<file path="src/rtl/downlink_tx_pkg.sv">
// Shared constants and types for the telemetry downlink transmitter.
package downlink_tx_pkg;

  localparam int unsigned IO_ADDR_W     = 9;
  localparam int unsigned IO_DATA_W     = 15;
  localparam int unsigned DL_FRAME_BITS = 32;

  localparam logic [IO_ADDR_W-1:0] CH_DNLNK0 = 9'o034;
  localparam logic [IO_ADDR_W-1:0] CH_DNLNK1 = 9'o035;

  typedef logic [IO_DATA_W-1:0] reg_t;

  typedef struct packed {
    logic                 wr_en;
    logic [IO_ADDR_W-1:0] addr;
  } ctrl_t;

  typedef enum logic [1:0] {
    DL_IDLE  = 2'd0,
    DL_SHIFT = 2'd1,
    DL_GAP   = 2'd2
  } dl_state_t;

  // One downlink word: data followed by its odd-parity bit.
  function automatic logic [IO_DATA_W:0] dl_word(input reg_t w);
    return {w, ~^w};
  endfunction

endpackage

</file>
<file path="src/rtl/downlink_tx_if.sv">
// IO channel bus between the CPU write path (master) and IO responders (slave).
interface downlink_tx_if;
  import downlink_tx_pkg::*;

  logic                 io_wr_en;
  logic [IO_ADDR_W-1:0] io_addr;
  reg_t                 io_wr_data;
  reg_t                 io_rd_data;
  logic                 io_addr_hit;

  modport master (
    output io_wr_en, io_addr, io_wr_data,
    input  io_rd_data, io_addr_hit
  );

  modport slave (
    input  io_wr_en, io_addr, io_wr_data,
    output io_rd_data, io_addr_hit
  );
endinterface

</file>
<file path="src/rtl/downlink_bit_timer.sv">
// Modulo-CLKS_PER_BIT bit-time counter; strobe marks the first cycle of each bit-time.
module downlink_bit_timer #(
  parameter int unsigned CLKS_PER_BIT = 16
) (
  input  logic clk,
  input  logic rst_l,
  input  logic clear,
  input  logic start,
  input  logic en,
  output logic tick_c,
  output logic strobe
);

  localparam int unsigned CW = (CLKS_PER_BIT > 1) ? $clog2(CLKS_PER_BIT) : 1;
  localparam logic [CW-1:0] LAST = CW'(CLKS_PER_BIT - 1);

  logic [CW-1:0] count;

  assign tick_c = en & (count == LAST);

  // clear wins over start so an abort never leaves a stray strobe behind
  always_ff @(posedge clk or negedge rst_l) begin
    if (!rst_l) begin
      count  <= '0;
      strobe <= 1'b0;
    end else if (clear) begin
      count  <= '0;
      strobe <= 1'b0;
    end else if (start) begin
      count  <= '0;
      strobe <= 1'b1;
    end else if (en) begin
      count  <= tick_c ? '0 : count + CW'(1);
      strobe <= tick_c;
    end else begin
      strobe <= 1'b0;
    end
  end

endmodule

</file>
<file path="src/rtl/downlink_tx.sv">
// Telemetry downlink transmitter: buffers a channel 034/035 word pair and
// shifts it out as a 32-bit parity-protected serial frame.
module downlink_tx
  import downlink_tx_pkg::*;
#(
  parameter int unsigned          CLKS_PER_BIT = 16,
  parameter int unsigned          GAP_BITS     = 2,
  parameter logic [IO_ADDR_W-1:0] CH_WORD0     = CH_DNLNK0,
  parameter logic [IO_ADDR_W-1:0] CH_WORD1     = CH_DNLNK1
) (
  input  logic         clk,
  input  logic         rst_l,
  downlink_tx_if.slave bus,
  input  logic         dl_enable,
  output logic         dl_bit,
  output logic         dl_strobe,
  output logic         dl_frame,
  output logic         downrupt,
  output logic         overrun
);

  localparam logic [1:0] S_IDLE  = DL_IDLE;
  localparam logic [1:0] S_SHIFT = DL_SHIFT;
  localparam logic [1:0] S_GAP   = DL_GAP;

  localparam int unsigned BW       = $clog2(DL_FRAME_BITS);
  localparam logic [BW-1:0] BIT_LAST = BW'(DL_FRAME_BITS - 1);
  localparam int unsigned GAP_CYC  = GAP_BITS * CLKS_PER_BIT;
  localparam int unsigned GW       = $clog2(GAP_CYC);
  localparam logic [GW-1:0] GAP_LAST = GW'(GAP_CYC - 1);

  logic [1:0]               state, state_n;
  logic [DL_FRAME_BITS-1:0] shifter, shifter_n;
  logic [BW-1:0]            bit_cnt, bit_cnt_n;
  logic [GW-1:0]            gap_cnt, gap_cnt_n;
  reg_t                     hold0, hold1;
  logic                     full0, full0_n, full1, full1_n, overrun_n;
  logic                     wr0_c, wr1_c, pair_ready_c, load_c, shift_done_c, tick_c;

  assign wr0_c        = bus.io_wr_en & (bus.io_addr == CH_WORD0);
  assign wr1_c        = bus.io_wr_en & (bus.io_addr == CH_WORD1);
  assign pair_ready_c = full0 & full1;

  assign bus.io_addr_hit = (bus.io_addr == CH_WORD0) | (bus.io_addr == CH_WORD1);
  assign bus.io_rd_data  = (bus.io_addr == CH_WORD0) ? hold0 :
                           (bus.io_addr == CH_WORD1) ? hold1 : '0;

  downlink_bit_timer #(.CLKS_PER_BIT(CLKS_PER_BIT)) u_timer (
    .clk    (clk),
    .rst_l  (rst_l),
    .clear  (shift_done_c | ~dl_enable),
    .start  (load_c),
    .en     (state == S_SHIFT),
    .tick_c (tick_c),
    .strobe (dl_strobe)
  );

  // Next-state, buffer flags and shifter update
  always_comb begin
    state_n      = state;
    shifter_n    = shifter;
    bit_cnt_n    = bit_cnt;
    gap_cnt_n    = gap_cnt;
    full0_n      = full0;
    full1_n      = full1;
    overrun_n    = overrun;
    load_c       = 1'b0;
    shift_done_c = 1'b0;
    if (!dl_enable) begin
      state_n   = S_IDLE;
      full0_n   = 1'b0;
      full1_n   = 1'b0;
      overrun_n = 1'b0;
    end else begin
      case (state)
        S_IDLE:  load_c = pair_ready_c;
        S_SHIFT: begin
          if (tick_c) begin
            if (bit_cnt == BIT_LAST) begin
              shift_done_c = 1'b1;
              state_n      = S_GAP;
              gap_cnt_n    = '0;
            end else begin
              shifter_n = {shifter[DL_FRAME_BITS-2:0], 1'b0};
              bit_cnt_n = bit_cnt + BW'(1);
            end
          end
        end
        S_GAP: begin
          if (gap_cnt == GAP_LAST) begin
            state_n = S_IDLE;
            load_c  = pair_ready_c;
          end else begin
            gap_cnt_n = gap_cnt + GW'(1);
          end
        end
        default: state_n = S_IDLE;
      endcase
      // shifter takes the pre-write holding values; a same-edge write re-arms its flag
      if (load_c) begin
        state_n   = S_SHIFT;
        shifter_n = {dl_word(hold0), dl_word(hold1)};
        bit_cnt_n = '0;
        full0_n   = 1'b0;
        full1_n   = 1'b0;
      end
      if (wr0_c) full0_n = 1'b1;
      if (wr1_c) full1_n = 1'b1;
      if ((wr0_c | wr1_c) & pair_ready_c & ~load_c) overrun_n = 1'b1;
    end
  end

  always_ff @(posedge clk or negedge rst_l) begin
    if (!rst_l) begin
      state    <= S_IDLE;
      shifter  <= '0;
      bit_cnt  <= '0;
      gap_cnt  <= '0;
      hold0    <= '0;
      hold1    <= '0;
      full0    <= 1'b0;
      full1    <= 1'b0;
      overrun  <= 1'b0;
      dl_bit   <= 1'b0;
      dl_frame <= 1'b0;
      downrupt <= 1'b0;
    end else begin
      state    <= state_n;
      shifter  <= shifter_n;
      bit_cnt  <= bit_cnt_n;
      gap_cnt  <= gap_cnt_n;
      full0    <= full0_n;
      full1    <= full1_n;
      overrun  <= overrun_n;
      if (wr0_c) hold0 <= bus.io_wr_data;
      if (wr1_c) hold1 <= bus.io_wr_data;
      dl_bit   <= (state_n == S_SHIFT) & shifter_n[DL_FRAME_BITS-1];
      dl_frame <= (state_n == S_SHIFT);
      downrupt <= load_c;
    end
  end

endmodule
</file>
<file path="src/flat_wrapper.sv">
// flat-port wrapper written by rule: the top's interface ports become plain ports
module downlink_tx_flat import downlink_tx_pkg::*;
#(
  parameter int unsigned          CLKS_PER_BIT = 16,
  parameter int unsigned          GAP_BITS     = 2,
  parameter logic [IO_ADDR_W-1:0] CH_WORD0     = CH_DNLNK0,
  parameter logic [IO_ADDR_W-1:0] CH_WORD1     = CH_DNLNK1
)
  (clk, rst_l, dl_enable, dl_bit, dl_strobe, dl_frame, downrupt, overrun, bus_io_wr_en, bus_io_addr, bus_io_wr_data, bus_io_rd_data, bus_io_addr_hit);
  downlink_tx_if bus_i ();
  input  logic clk;
  input  logic rst_l;
  input  logic dl_enable;
  output logic dl_bit;
  output logic dl_strobe;
  output logic dl_frame;
  output logic downrupt;
  output logic overrun;
  input wire logic [$bits(bus_i.io_wr_en)-1:0] bus_io_wr_en;
  input wire logic [$bits(bus_i.io_addr)-1:0] bus_io_addr;
  input wire logic [$bits(bus_i.io_wr_data)-1:0] bus_io_wr_data;
  output wire logic [$bits(bus_i.io_rd_data)-1:0] bus_io_rd_data;
  output wire logic [$bits(bus_i.io_addr_hit)-1:0] bus_io_addr_hit;
  assign bus_i.io_wr_en = bus_io_wr_en;
  assign bus_i.io_addr = bus_io_addr;
  assign bus_i.io_wr_data = bus_io_wr_data;
  assign bus_io_rd_data = bus_i.io_rd_data;
  assign bus_io_addr_hit = bus_i.io_addr_hit;
  downlink_tx #(.CLKS_PER_BIT(CLKS_PER_BIT), .GAP_BITS(GAP_BITS), .CH_WORD0(CH_WORD0), .CH_WORD1(CH_WORD1)) u_core (.clk(clk), .rst_l(rst_l), .bus(bus_i), .dl_enable(dl_enable), .dl_bit(dl_bit), .dl_strobe(dl_strobe), .dl_frame(dl_frame), .downrupt(downrupt), .overrun(overrun));
endmodule
</file>
<file path="config.mk">
export PLATFORM = sky130hd
export DESIGN_NAME = downlink_tx_flat
export DESIGN_NICKNAME = d
export VERILOG_FILES = /design/src/rtl/downlink_tx_pkg.sv /design/src/rtl/downlink_tx_if.sv /design/src/rtl/downlink_bit_timer.sv /design/src/rtl/downlink_tx.sv /design/src/flat_wrapper.sv
export SDC_FILE = /design/constraint.sdc
export NUM_CORES = 1
export LEC_CHECK = 0
export ABC_AREA = 0
export BUFFER_PORTS_ARGS = -buffer_cell sky130_fd_sc_hd__buf_2
export CAP_MARGIN = 10
export CORE_ASPECT_RATIO = 0.5
export CORE_MARGIN = 3
export CORE_UTILIZATION = 63
export CTS_BUF_LIST = sky130_fd_sc_hd__clkbuf_16
export CTS_CLUSTER_DIAMETER = 150
export DETAILED_ROUTE_END_ITERATION = 10
export PLACE_DENSITY_LB_ADDON = 0.08
export SYNTH_ARGS = -nofsm -noshare
export SYNTH_HDL_FRONTEND = slang
export SYNTH_HIERARCHICAL = 1
export SYNTH_SLANG_ARGS = --single-unit
</file>
<file path="constraint.sdc">
create_clock -name clk -period 3.18 [get_ports clk]
set_input_delay 0.636 -clock clk [delete_from_list [all_inputs] [get_ports clk]]
set_output_delay 0.636 -clock clk [all_outputs]
set_load 0.03 [all_outputs]
</file>
Word level (Yosys, flattened, before mapping)
Index checks and enable logic that the tools add are counted.
- bits in registers: 85
- bits in latches: 0
- memory bits (writable): 0
- memory bits (read-only): 0
- word-level logic and storage cells: 97
- memories kept: 0
- add/subtract/negate cells: 3
- multipliers: 0
- div/mod/pow operators: 0
- $lt $le $gt $ge: 0
- equality and inequality tests: 15
- shifts and indexed selects: 0
- muxes and demuxes: 43
- bitwise logic cells: 12
- reduce and logical (&&, ||, !) cells: 9
- operator list (cell ; count):
    two-way mux 32 bit ; 5
    two-way mux 5 bit ; 7
    two-way mux 15 bit ; 2
    XNOR reduction 15 bit ; 2
    == test 9 x 5 -> 1 bit (second input constant) ; 2
    two-way mux 1 bit ; 17
    two-way mux 4 bit ; 4
    adder 5 x 1 -> 5 bit (second input constant) ; 2
    == test 5 bit (second input constant) ; 2
    two-way mux 2 bit ; 5
    case mux 5 bit (2 select lines) ; 1
    AND 1 bit ; 7
    != test 2 x 1 -> 1 bit (second input constant) ; 3
    != test 3 x 1 -> 1 bit (second input constant) ; 2
    case mux 2 bit (3 select lines) ; 1
    nonzero test 2 bit ; 3
    AND reduction 5 bit ; 1
    adder 4 x 1 -> 4 bit (second input constant) ; 1
    == test 2 x 1 -> 1 bit (second input constant) ; 2
    == test 4 bit (second input constant) ; 1
    != test 2 bit (second input constant) ; 2
    AND reduction 4 bit ; 1
    bitwise OR 1 bit ; 3
    nonzero test 3 bit ; 1
    other kinds (4) ; 5

Longest topological paths before layout
- depth after elaboration: 8
- gate-level depth with buffers: 9
- depth with buffers taken out: 8

Hierarchy
Netlist, hierarchy kept.
- modules (own cells, without submodules) (module ; instances ; cells each ; area an instance (um2) ; sequential area each (um2)):
    downlink_tx ; 1 ; 314 ; 3962.6 ; 2001.9
    downlink_bit_timer ; 1 ; 22 ; 251.5 ; 125.1

Worst setup path after synthesis
OpenSTA, ideal clock, no wires.
- path kind: input to output
- from: in bus_io_addr[5]
- to: out bus_io_rd_data[10]
- arrival: 1.763 ns
- data required time: 2.544 ns
- path slack: 0.781 ns
- stages on the path: 4
- path buffers: 1
- cell sequence: nor4b_4 > nand4_4 > clkbuf_1 > nor2_1
- word-level cells in the longest chain between the ends: 3
- elaborated cells between the ends (all ways): 4
- ends and longest elaborated chain (element ; line ; text):
    start, declared ; flat_wrapper.sv:20 ; input wire logic [$bits(bus_i.io_addr)-1:0] bus_io_addr;
    == test 9 x 5 -> 1 bit ; downlink_tx.sv:46 ; (bus.io_addr == CH_WORD1) ? hold1 : '0;
    two-way mux 15 bit ; downlink_tx.sv:46 ;
    two-way mux 15 bit * ; downlink_tx.sv:45 ; assign bus.io_rd_data = (bus.io_addr == CH_WORD0) ? hold0 :
    end, declared ; flat_wrapper.sv:22 ; output wire logic [$bits(bus_i.io_rd_data)-1:0] bus_io_rd_data;
Every way passes the cells marked *; elsewhere a longest branch is shown, timed or not.

Worst setup path after layout
- from: reg u_core.gap_cnt[0]
- to: reg u_core.gap_cnt[0]
- word-level cells in the longest chain between the ends: 3
- elaborated cells between the ends (all ways): 6
- ends and longest elaborated chain (element ; line ; text):
    start, declared ; downlink_tx.sv:35 ; logic [GW-1:0] gap_cnt, gap_cnt_n;
    start signal, assigned ; downlink_tx.sv:131 ; gap_cnt <= gap_cnt_n;
    adder 5 x 1 -> 5 bit / == test 5 bit (equally long branches) ; downlink_tx.sv:94, downlink_tx.sv:90 ;
    two-way mux 5 bit / != test 2 bit (equally long branches) ; -- ;
    case mux 5 bit (2 select lines) / AND reduction 5 bit (equally long branches) ; -- ;
Parallel ways exist; a longest one is shown, timed or not. The select of a mux whose other input is x is not followed.
A chain may end at the register's enable or synchronous reset.

==> flow_summary.yaml <==
outcome:
  run_status: "complete, no violations"
synthesis:
  synthesis.instances: 336
  synth-edff-count: 0
  synth_warnings: 6
  synth.avg_cell_area_um2: 12.54
  synth_seq_cells: 85
  syn_nets: 369
  ys.flop_type: "sky130_fd_sc_hd__dfrtp_1"
  seq_area_frac_synth: 0.5048
  synth_top_cell_area_share: 0.5048
  synthesis.area_mm2: 0.004214
  synth.area.top_cells: "sky130_fd_sc_hd__dfrtp_1 50%, sky130_fd_sc_hd__mux2_4 6.4%, sky130_fd_sc_hd__a2bb2oi_1 6.0%"
  yosys.area.top_type: "sky130_fd_sc_hd__dfrtp_1"
  yosysUniqueCellTypes: 53
  postSynth.asyncResetShare: 1.000
global_route:
  grt_pass1_vias: 3058
  grt_remaining_overflow: 0
  grt_antenna_before_repair: 0
  maximum_number_of_pins_on_one_net_before_global_route_repair: 86
  gr-usage-all-layers: 0.2668
  grt_pass1_wl_um: 16000
clocking:
  cts.path.max_buffers: 2
  cts.sink_count: 85
  post_cts_resize_count: 0
  cts_root_buf: "sky130_fd_sc_hd__clkbuf_16"
  ctsHoldBuffers: 0
  clock_latency_late_sink_ns: 0.34
  cts_setup_buffers: 0
  cts_inserted_buffers: 9
  clkSlewWorstSetupHoldPaths_ns: 0.06
  cts_tree: "yes"
  cts_htree_levels: 3
die:
  core_region_area_mm2: 0.006256
  starting_density: 0.6736
  die-height_um: 63.83
  pin_count: 49
  row_count: 20
  die_width_um: 121.7
  design.die.area_mm2: 0.007766
pwr:
  switchingPower_mw: 0.5271
  p_leak_nw: 2.385
  vdd.ir_drop.worst_uv: 408.3
  p_int_mw: 1.814
  cellPowerDensity_mw_per_mm2: 488.5
  p_comb_frac: 0.074
  power.switching_fraction: 0.2251
  clock_power_share: 0.429
  seqPwrFrac: 0.497
sta:
  timing_hold_violations_final: 0
  finalWorstPathRequiredPeriod_ns: 2.488
  layout_worst_path_cycle_share: 0.7824
  setup_tns_final_ns: 0
  clock_skew_after_layout_ns: 0.005683
  slew_headroom: 0.3072
  final_max_slew_viol_count: 0
  grt_setup_unrepaired: "no"
  final_worst_slack_ns: 0.6920
  finalSetupViolations: 0
  max_clock_freq_mhz: 401.9
  timing_worst_slew_pin_value_ns: 1.039
routing:
  first_pass_drt_iterations: 5
  route.antenna.remaining_nets: 0
  route.vias.total: 3007
  post-route-drc-count: 0
  detail_route.vias_per_cell: 6.371
  wire_per_inst_um: 19.90
  drtIter0Drc: 349
  drt_wl_total_um: 9394
finish:
  multi_input_comb_area_mm2: 0.001968
  utilization: 0.7662
  proportion_of_layout_cells_with_a_drive_suffix_above_1: 0.2917
  final.fill_count: 410
  layout_commonest_cell: "sky130_fd_sc_hd__dfrtp_1"
  antennaDiodeCount: 0
  layout-area-overhead-vs-synth_pct: 13.75
  final_cell_mix: "85 x sky130_fd_sc_hd__dfrtp_1, 47 x sky130_fd_sc_hd__buf_2, 30 x sky130_fd_sc_hd__o22ai_1"
  design.final.nets: 413
  register_cell_area_after_layout_mm2: 0.002127
setup_path:
  worst-endpoint-arrival_ns: 2.71
  cp_data_required_time_ns: 3.41
  critical_path.cell_chain: "ha_1 > and3_1 > ha_1 > nor2b_1 > or3_1 > buf_4 > o211ai_1 > mux2_2"
  worst_path_max_delay_cell: "sky130_fd_sc_hd__dfrtp_1"
  critical-path-max-stage-delay_ns: 0.42
  cp_num_buf_inv: 1
  regToRegSetupSlack_ns: 0.69
  worstSetupEndpointType: "register"
  critical_path_source_type: "register"
  critical_path.top_delay_family: "simple AND/OR/NAND/NOR gates"
  cp_common_cell: "sky130_fd_sc_hd__ha_1"
  cp_max_fo: 37
  critical_path_class: "reg2reg"
place:
  gpl.final_weighted_congestion: 0.7746
  post-place-ws_ns: 0.7524
  portBuffers: 48
  dp_hpwl_um: 5948
min_path:
  min_path_type: "in2async"
flow_run:
  cap_violations: 0
[power by group through the flow]
| stage | combinational [mW] | sequential [mW] | clock [mW] |
|---|---|---|---|
| after detailed placement | 0.173 | 1.18 | 0 |
| final | 0.173 | 1.16 | 1.00 |
| after global placement | 0.166 | 1.18 | 0 |
| after global routing | 0.188 | 1.17 | 1.07 |
| after floorplan | 0.110 | 1.17 | 0 |
| after CTS | 0.174 | 1.16 | 1.02 |
[worst reg2reg max path, cell delays in order, from the launching register on]
cell and delay (ns):
sky130_fd_sc_hd__dfrtp_1 0.42, sky130_fd_sc_hd__ha_1 0.25, sky130_fd_sc_hd__and3_1 0.19, sky130_fd_sc_hd__ha_1 0.20, sky130_fd_sc_hd__nor2b_1 0.18, sky130_fd_sc_hd__or3_1 0.16
sky130_fd_sc_hd__buf_4 0.39, sky130_fd_sc_hd__o211ai_1 0.26, sky130_fd_sc_hd__mux2_2 0.32
[cell families (layout without fill, tap and decap cells)]
group	after synthesis	in the layout	share of synthesized area
and+or+nand+nor	62	62	0.09205
buffers and inverters	26	74	0.02910
AOI/OAI and AO/OA	88	88	0.1550
DFF	85	85	0.5048
adders and majority gates	5	5	0.01485
xor gates and xnor gates	23	23	0.06740
muxes	47	47	0.1369
[layer usage]
| metal | routed length, um | global-route usage |
|---|---|---|
| met1 | 4339 | 0.3837 |
| met2 | 4373 | 0.4034 |
| met4 | 93 | 0.05726 |
| met3 | 588 | 0.08400 |
| met5 | 0 | 0 |
[state kept, by name, summed over array words and instances (netlist names)]
name and cells:
u_core/dl_bit 1, u_core/dl_frame 1, u_core/u_timer/strobe 1, u_core/overrun 1, u_core/u_timer/count 4, u_core/gap_cnt 5, u_core/downrupt 1, u_core/full0 1
u_core/hold0 15, u_core/shifter 32, u_core/full1 1, u_core/state 2, u_core/bit_cnt 5, u_core/hold1 15
[metrics by stage]
step	cells	cell area [um^2]	hold WS [ns]	power, mW
3_3_place_gp	457	4513	0.4689	1.343
6_report	472	4793	0.4829	2.341
2_1_floorplan	336	4214	0.3404	1.279
3_5_place_dp	457	4513	0.4715	1.354
5_1_grt	472	4793	0.5143	2.424
4_1_cts	472	4793	0.4871	2.356
[worst paths after layout]
path,from,endpoint,depth (start not counted)
setup / recovery,u_core/gap_cnt[0],u_core/gap_cnt[0],8
hold / removal,rst_l,u_core/hold0[4],1
setup reg to reg,u_core/gap_cnt[0],u_core/gap_cnt[0],8
hold reg to reg,u_core/gap_cnt[3],u_core/gap_cnt[3],1
max in group asynchronous,rst_l,u_core/overrun,1
min in group clk,u_core/gap_cnt[3],u_core/gap_cnt[3],1
[synthesized netlist by cell type, types with 2 or more instances]
master and instances:
sky130_fd_sc_hd__nor2b_1 2, sky130_fd_sc_hd__mux2i_1 16, sky130_fd_sc_hd__buf_1 5, sky130_fd_sc_hd__and3_1 3, sky130_fd_sc_hd__inv_1 3, sky130_fd_sc_hd__buf_2 7, sky130_fd_sc_hd__xor2_1 3, sky130_fd_sc_hd__a32o_1 3
sky130_fd_sc_hd__a22o_1 3, sky130_fd_sc_hd__a21oi_1 6, sky130_fd_sc_hd__xnor2_1 14, sky130_fd_sc_hd__mux2_4 18, sky130_fd_sc_hd__a31oi_1 4, sky130_fd_sc_hd__dfrtp_1 85, sky130_fd_sc_hd__or3_1 2, sky130_fd_sc_hd__o22ai_1 30
sky130_fd_sc_hd__nand2_1 10, sky130_fd_sc_hd__nand3_1 5, sky130_fd_sc_hd__xnor3_1 6, sky130_fd_sc_hd__clkbuf_1 7, sky130_fd_sc_hd__a41oi_1 2, sky130_fd_sc_hd__nor2_1 21, sky130_fd_sc_hd__nor3_1 4, sky130_fd_sc_hd__mux2_2 13
sky130_fd_sc_hd__a2bb2oi_1 29, sky130_fd_sc_hd__o21ai_0 3, sky130_fd_sc_hd__buf_6 2, sky130_fd_sc_hd__ha_1 5
[final cells by class]
| cell class | instances | share of cell area |
|---|---|---|
| multi-input combinational | 225 | 0.4106 |
| clock inverter | 6 | 0.01149 |
| clock buffer | 9 | 0.04699 |
| sequential | 85 | 0.4437 |
| inverter | 5 | 0.004176 |
| timing repair buffer | 54 | 0.06004 |
| tap | 88 | 0.02297 |
No activity file was read; power rests on OpenSTA's default activity.
